**src/rtl/seq_divider_16by8.sv**
```systemverilog
// seq_divider_16by8: multi-cycle restoring unsigned divider, one quotient bit per clock.
// Handshake: start (sampled in IDLE) -> busy -> one-cycle done with registered results.
// A zero divisor finishes in one cycle with quotient all ones and div_by_zero set.
// Optional macro DIV_EARLY_EXIT_EN: dividend < divisor finishes in one cycle through FAST.
module seq_divider_16by8 #(
    parameter int DW = 16,
    parameter int VW = 8
) (
    input  logic          clk,
    input  logic          rst,
    input  logic          start,
    input  logic [DW-1:0] dividend,
    input  logic [VW-1:0] divisor,
    output logic          busy,
    output logic          done,
    output logic [DW-1:0] quotient,
    output logic [VW-1:0] remainder,
    output logic          div_by_zero
);

    localparam int CNT_W = $clog2(DW + 1);
    localparam logic [CNT_W-1:0] LAST_ITER = CNT_W'(DW - 1);

    typedef enum logic [1:0] {
        ST_IDLE,
        ST_CALC,
        ST_ZERO,
        ST_FAST
    } state_t;

    state_t           state_q, state_d;
    logic [DW-1:0]    q_q, q_d;
    logic [VW:0]      p_q, p_d;
    logic [VW-1:0]    div_q, div_d;
    logic [CNT_W-1:0] cnt_q, cnt_d;
    logic             busy_q, busy_d;
    logic             done_q, done_d;
    logic [DW-1:0]    quotient_q, quotient_d;
    logic [VW-1:0]    remainder_q, remainder_d;
    logic             dbz_q, dbz_d;

    logic [VW:0]      p_shift;
    logic [VW:0]      p_next;
    logic [DW-1:0]    q_next;

    // One restoring step: shift in the next dividend bit, subtract when it fits.
    always_comb begin
        p_shift = {p_q[VW-1:0], q_q[DW-1]};
        q_next  = {q_q[DW-2:0], 1'b0};
        p_next  = p_shift;
        if (p_shift >= {1'b0, div_q}) begin
            p_next    = p_shift - {1'b0, div_q};
            q_next[0] = 1'b1;
        end
    end

    // Next-state and next-output logic for the handshake FSM.
    always_comb begin
        state_d     = state_q;
        q_d         = q_q;
        p_d         = p_q;
        div_d       = div_q;
        cnt_d       = cnt_q;
        busy_d      = busy_q;
        done_d      = 1'b0;
        quotient_d  = quotient_q;
        remainder_d = remainder_q;
        dbz_d       = dbz_q;
        case (state_q)
            ST_IDLE: begin
                if (start) begin
                    q_d    = dividend;
                    div_d  = divisor;
                    p_d    = '0;
                    cnt_d  = '0;
                    busy_d = 1'b1;
                    if (divisor == '0) begin
                        state_d = ST_ZERO;
`ifdef DIV_EARLY_EXIT_EN
                    end else if (dividend < DW'(divisor)) begin
                        state_d = ST_FAST;
`endif
                    end else begin
                        state_d = ST_CALC;
                    end
                end
            end
            ST_CALC: begin
                p_d   = p_next;
                q_d   = q_next;
                cnt_d = cnt_q + CNT_W'(1);
                if (cnt_q == LAST_ITER) begin
                    quotient_d  = q_next;
                    remainder_d = p_next[VW-1:0];
                    dbz_d       = 1'b0;
                    done_d      = 1'b1;
                    busy_d      = 1'b0;
                    state_d     = ST_IDLE;
                end
            end
            ST_ZERO: begin
                quotient_d  = '1;
                remainder_d = q_q[VW-1:0];
                dbz_d       = 1'b1;
                done_d      = 1'b1;
                busy_d      = 1'b0;
                state_d     = ST_IDLE;
            end
            ST_FAST: begin
                // Dividend already smaller than divisor: it is the remainder.
                quotient_d  = '0;
                remainder_d = q_q[VW-1:0];
                dbz_d       = 1'b0;
                done_d      = 1'b1;
                busy_d      = 1'b0;
                state_d     = ST_IDLE;
            end
            default: begin
                busy_d  = 1'b0;
                state_d = ST_IDLE;
            end
        endcase
    end

    // State and output registers; reset abandons any operation in flight.
    always_ff @(posedge clk or posedge rst) begin
        if (rst) begin
            state_q     <= ST_IDLE;
            q_q         <= '0;
            p_q         <= '0;
            div_q       <= '0;
            cnt_q       <= '0;
            busy_q      <= 1'b0;
            done_q      <= 1'b0;
            quotient_q  <= '0;
            remainder_q <= '0;
            dbz_q       <= 1'b0;
        end else begin
            state_q     <= state_d;
            q_q         <= q_d;
            p_q         <= p_d;
            div_q       <= div_d;
            cnt_q       <= cnt_d;
            busy_q      <= busy_d;
            done_q      <= done_d;
            quotient_q  <= quotient_d;
            remainder_q <= remainder_d;
            dbz_q       <= dbz_d;
        end
    end

    assign busy        = busy_q;
    assign done        = done_q;
    assign quotient    = quotient_q;
    assign remainder   = remainder_q;
    assign div_by_zero = dbz_q;

endmodule

```
**config.mk**
```make
export PLATFORM = sky130hd
export DESIGN_NAME = seq_divider_16by8
export DESIGN_NICKNAME = d
export VERILOG_FILES = /design/src/rtl/seq_divider_16by8.sv
export SDC_FILE = /design/constraint.sdc
export NUM_CORES = 1
export LEC_CHECK = 0
export ABC_AREA = 0
export CAP_MARGIN = 20
export CORE_MARGIN = 10
export CORE_UTILIZATION = 45
export DETAILED_ROUTE_END_ITERATION = 10
export GPL_ROUTABILITY_DRIVEN = 0
export PLACE_DENSITY = 0.69
export SLEW_MARGIN = 15
export SYNTH_ARGS = -nofsm -noshare
export SYNTH_HDL_FRONTEND = slang
export SYNTH_SLANG_ARGS = --single-unit
```
**constraint.sdc**
```tcl
create_clock -name clk -period 3.05 [get_ports clk]
set_clock_uncertainty 0.1 [all_clocks]
set_input_delay 0.7625 -clock clk [delete_from_list [all_inputs] [get_ports clk]]
set_output_delay 0.7625 -clock clk [all_outputs]
set_load 0.05 [all_outputs]
```
## Word level (Yosys, flattened, before mapping)

Index checks and enable logic that the tools add are counted.

- Eq/ne operators: 6
- Reductions and logical operators: 11
- Mux-type cells: 22
- Add/sub/neg operators: 2
- Order comparisons: 1

Operator list:

| kind | number |
|---|---|
| case mux 16 bit (3 select lines) | 1 |
| two-way mux 16 bit | 2 |
| case mux 16 bit (2 select lines) | 1 |
| case mux 8 bit (2 select lines) | 2 |
| two-way mux 8 bit | 3 |
| case mux 5 bit (2 select lines) | 1 |
| AND reduction 2 bit | 5 |
| greater-or-equal comparator 9 x 8 -> 1 bit | 1 |
| logical NOT 8 bit | 1 |
| subtractor 8 bit | 1 |
| two-way mux 2 bit | 3 |
| case mux 1 bit (3 select lines) | 2 |
| case mux 2 bit (3 select lines) | 1 |
| adder 5 x 1 -> 5 bit (second input constant) | 1 |
| == test 5 x 4 -> 1 bit (second input constant) | 1 |
| two-way mux 5 bit | 1 |
| == test 2 bit (second input constant) | 2 |
| two-way mux 1 bit | 4 |
| != test 2 bit (second input constant) | 2 |
| nonzero test 2 bit | 2 |
| nonzero test 3 bit | 1 |
| == test 2 x 1 -> 1 bit (second input constant) | 1 |
| logical NOT 2 bit | 1 |
| case mux 1 bit (2 select lines) | 1 |
| OR reduction 2 bit | 1 |

- Input bits: 27
- Bits in registers: 66
- Output and inout bits: 27
- Word-level logic and storage cells: 52

## Longest topological paths before layout

- Depth after elaboration: 4
- Depth in mapped cells: 10
- Gate-level depth less buffers: 10

## Worst setup path before layout

OpenSTA, ideal clock, no wires.

- Kind: register to register
- From: register p_q[2]
- To: register remainder_q[0], in the netlist remainder[0]
- Data required time: 2.864 ns
- Stages on the path, launching flop included: 9
- Library setup time: 0.086 ns
- Arrival time: 1.944 ns
- Path buffers: 1
- Path slack: 0.919 ns
- Period minus slack after synthesis: 2.131 ns
- Cell sequence: dfrtp_1 -> ha_1 -> a21o_1 -> a21oi_1 -> o21a_1 -> o21a_1 -> buf_6 -> mux2_4 -> o221ai_2

- Cells in the longest elaborated chain, start to end: 4

Ends and longest elaborated chain:

| item | RTL line | RTL |
|---|---|---|
| from (decl) | 33 | `logic [VW:0] p_q, p_d;` |
| from (signal assigned) | 141 | `p_q <= p_d;` |
| greater-or-equal comparator 9 x 8 -> 1 bit | 51 | `if (p_shift >= {1'b0, div_q}) begin` |
| two-way mux 8 bit | 51 |  |
| two-way mux 8 bit | 92 | `if (cnt_q == LAST_ITER) begin` |
| case mux 8 bit (2 select lines) | 69 | `case (state_q)` |
| to (signal assigned) | 147 | `remainder_q <= remainder_d;` |
| to (decl) | 39 | `logic [VW-1:0] remainder_q, remainder_d;` |

Every way passes these cells. The select of a mux whose other input is x is not followed.
A chain may end at the register's enable or synchronous reset.

## Worst setup path after layout

- From: register p_q[2]
- To: register remainder_q[2], in the netlist remainder[2]

The elaborated chain is that of the path after synthesis.

==> summary.md <==
| Metric | Value |
|---|---|
| Placed insts | `487` |
| Distinct cells, synth | `35` |
| Synth top area cells | `dfrtp_1 51%, nand2_1 7.0%, nor2_1 4.4%` |
| Critical path class | `flip-flop to flip-flop` |
| I/O Buffers | `53` |
| Maximum clock rate | `0.386 GHz` |
| Die W | `104 um` |
| Clock sinks | `66` |
| Most frequent cell after synthesis | `dfrtp_1` |
| Worst Path Required | `3.15 ns` |
| Fin. Hold Viols | `0` |
| Core Area | `6870 um2` |
| Die Area | `10900 um2` |
| Final WS setup | `0.458 ns` |
| Die Y | `104 um` |
| Seq/Total Area, Yosys | `51.4%` |
| Startpoint type of the worst setup path | `flip-flop` |
| Critical Path AT | `2.69 ns` |
| GR Overflow Total | `0` |
| Number of global-route vias before repair | `2780` |
| Row count | `30` |
| Post-cts resize count | `0` |
| Area grow syn2layout | `25.5%` |
| HP Class | `flip-flop to flip-flop` |
| NumNets Final | `440` |
| Wire per inst | `16.3 um` |
| Clock slew at reported path FFs | `0.07 ns` |
| Worst-Margin Slew | `0.906 ns` |
| Minimum clock period | `2.59 ns` |
| Worst-Skew Late Latency | `0.34 ns` |
| CTS root buffer | `clkbuf_8` |
| VDD IR max | `581 uV` |
| Hold Buf Count CTS | `0` |
| CP Capture Type | `flip-flop` |
| Iter 0 DRT Violations | `152` |
| Syn_area_per_cell | `9.20 um2` |
| Synth Flop Type | `dfrtp_1` |
| Slew headroom | `39.4%` |
| Largest net degree at the start of global routing | `67` |
| Total number of vias | `2691` |
| Setup WS pre-CTS | `0.472 ns` |
| Number of enable flip-flop cells after synthesis | `0` |
| Ys async rst share | `100%` |
| Setup TNS | `0 ns` |
| Mapped cell area | `3210 um2` |
| Number of detailed-route iterations in the first pass | `4` |
| Syn nets | `387` |
| Postcts setup bufs | `0` |
| CTS H-tree lvls | `3` |
| CTS tree | `built` |
| Via density | `5.36` |
| GR Util All Layers | `15.3%` |
| Unrepaired setup endpoints after global routing | `no` |
| Initial Util | `46.8%` |
| Clk buf depth | `2` |
| Slew Limit Fails | `0` |
| Initial antenna violation count | `0` |
| Final Cycle Share | `85.0%` |
| CTS Buf Count | `9` |
| Layout Cells excl Fill | `502` |
| Endpoints failing setup | `0` |
| Layout cells sized above 1 | `6.40%` |
| Cell taking the most area after synthesis | `dfrtp_1` |
| Top cells by count, synth | `66 x dfrtp_1, 60 x nand2_1, 38 x nor2_1` |
| Post-route ant nets | `0` |
| Final WL | `8.17 mm` |
| HPWL Detailed | `5.76 mm` |
| Status | `finished, final reports clean` |
| Crit-path max FO | `10` |
| PD cells | `1210 nW/um2` |
| Leakage | `1.71 nW` |
| Area share of the largest cell type after synthesis | `51.4%` |
| Max Cap Violations | `0` |
| Ys Warns | `0` |
| Post-synthesis sequential element count | `66` |
| First-pass GRT wire length | `13.7 mm` |
| Number of remaining DRC errors | `0` |
| Number of diodes | `0` |
| Ports | `54` |
| Synth Instances | `349` |
-- flip-flops by register name (all words and copies together), names as in the netlist --
signal	flops
q_q	16
quotient	16
div_q	8
p_q	8
remainder	8
cnt_q	5
state_q	2
busy	1
div_by_zero	1
done	1
-- worst max-delay path: stages (launching register included) --
cell      delay (ns)
dfrtp_1         0.40
ha_1            0.37
a21o_1          0.18
a21oi_1         0.20
o21a_1          0.22
o21a_1          0.49
mux2i_1         0.35
o221ai_1        0.14
-- per-stage QoR --
step,hold WS [ns],power [mW],utilization (%),instance area [um2]
3_3_place_gp,0.378,4.16,56.2,3860
6_report,0.396,4.87,58.7,4030
4_1_cts,0.402,4.91,58.7,4030
3_5_place_dp,0.387,4.23,56.2,3860
2_1_floorplan,0.350,3.47,-,3210
5_1_grt,0.445,5.25,58.7,4030
-- cell type report --
type	instances	area, um2
Inverter	14	52.6
Clock inverter	3	15.0
Sequential cell	66	1650
Multi-Input combinational cell	249	1430
Tap cell	96	120
Fill cell	640	2840
Timing Repair Buffer	62	611
Clock buffer	12	155
-- cell usage in the layout, fill, tap and decap left out, types with 4 or more instances in the layout --
cell type	count
nand2_1	60
clkbuf_8	11
o21ai_0	27
a31oi_1	7
inv_1	13
nand3_1	11
a22oi_1	9
a21oi_1	26
nor2_1	38
mux2i_1	7
dfrtp_1	66
buf_4	8
clkdlybuf4s50_1	53
o221ai_1	4
ha_1	10
o21bai_1	17
xor2_1	4
-- cell families after synthesis --
family / after synthesis / synth area share [%]
compound gates: 101 / 19.6
simple gates: 123 / 15.9
xor+xnor: 6 / 1.64
mux: 8 / 2.65
fa+ha+maj: 11 / 4.52
flops: 66 / 51.4
buf+inv: 34 / 4.21
-- routing by layer --
layer	routed length, um	track usage (%)	vias up
met5	0	0	-
met4	130	4.97	0
met3	332	4.83	12
met2	3940	23.9	62
met1	3760	19.4	1304
li1	-	-	1313
-- power by group --
part	switching, mW	leakage (nW)	total, mW	internal, mW
combinational	1.64	0.869	2.65	1.01
sequential	0.285	0.745	1.57	1.29
clock	0.321	0.0920	0.652	0.331
-- final timing paths --
| kind | to | from | slack (ns) | cells after the start |
|---|---|---|---|---|
| worst max-delay path | remainder[2] | p_q[2] | 0.46 | 7 |
| worst min-delay path | busy | busy | 0.40 | 2 |
| worst max register to register | remainder[2] | p_q[2] | 0.46 | 7 |
| worst min register to register | busy | busy | 0.40 | 2 |
| max in group asynchronous | quotient[3] | rst | 1.84 | 3 |
| min in group asynchronous | div_q[0] | rst | 0.71 | 3 |
Power figures use the tool's default switching activity.
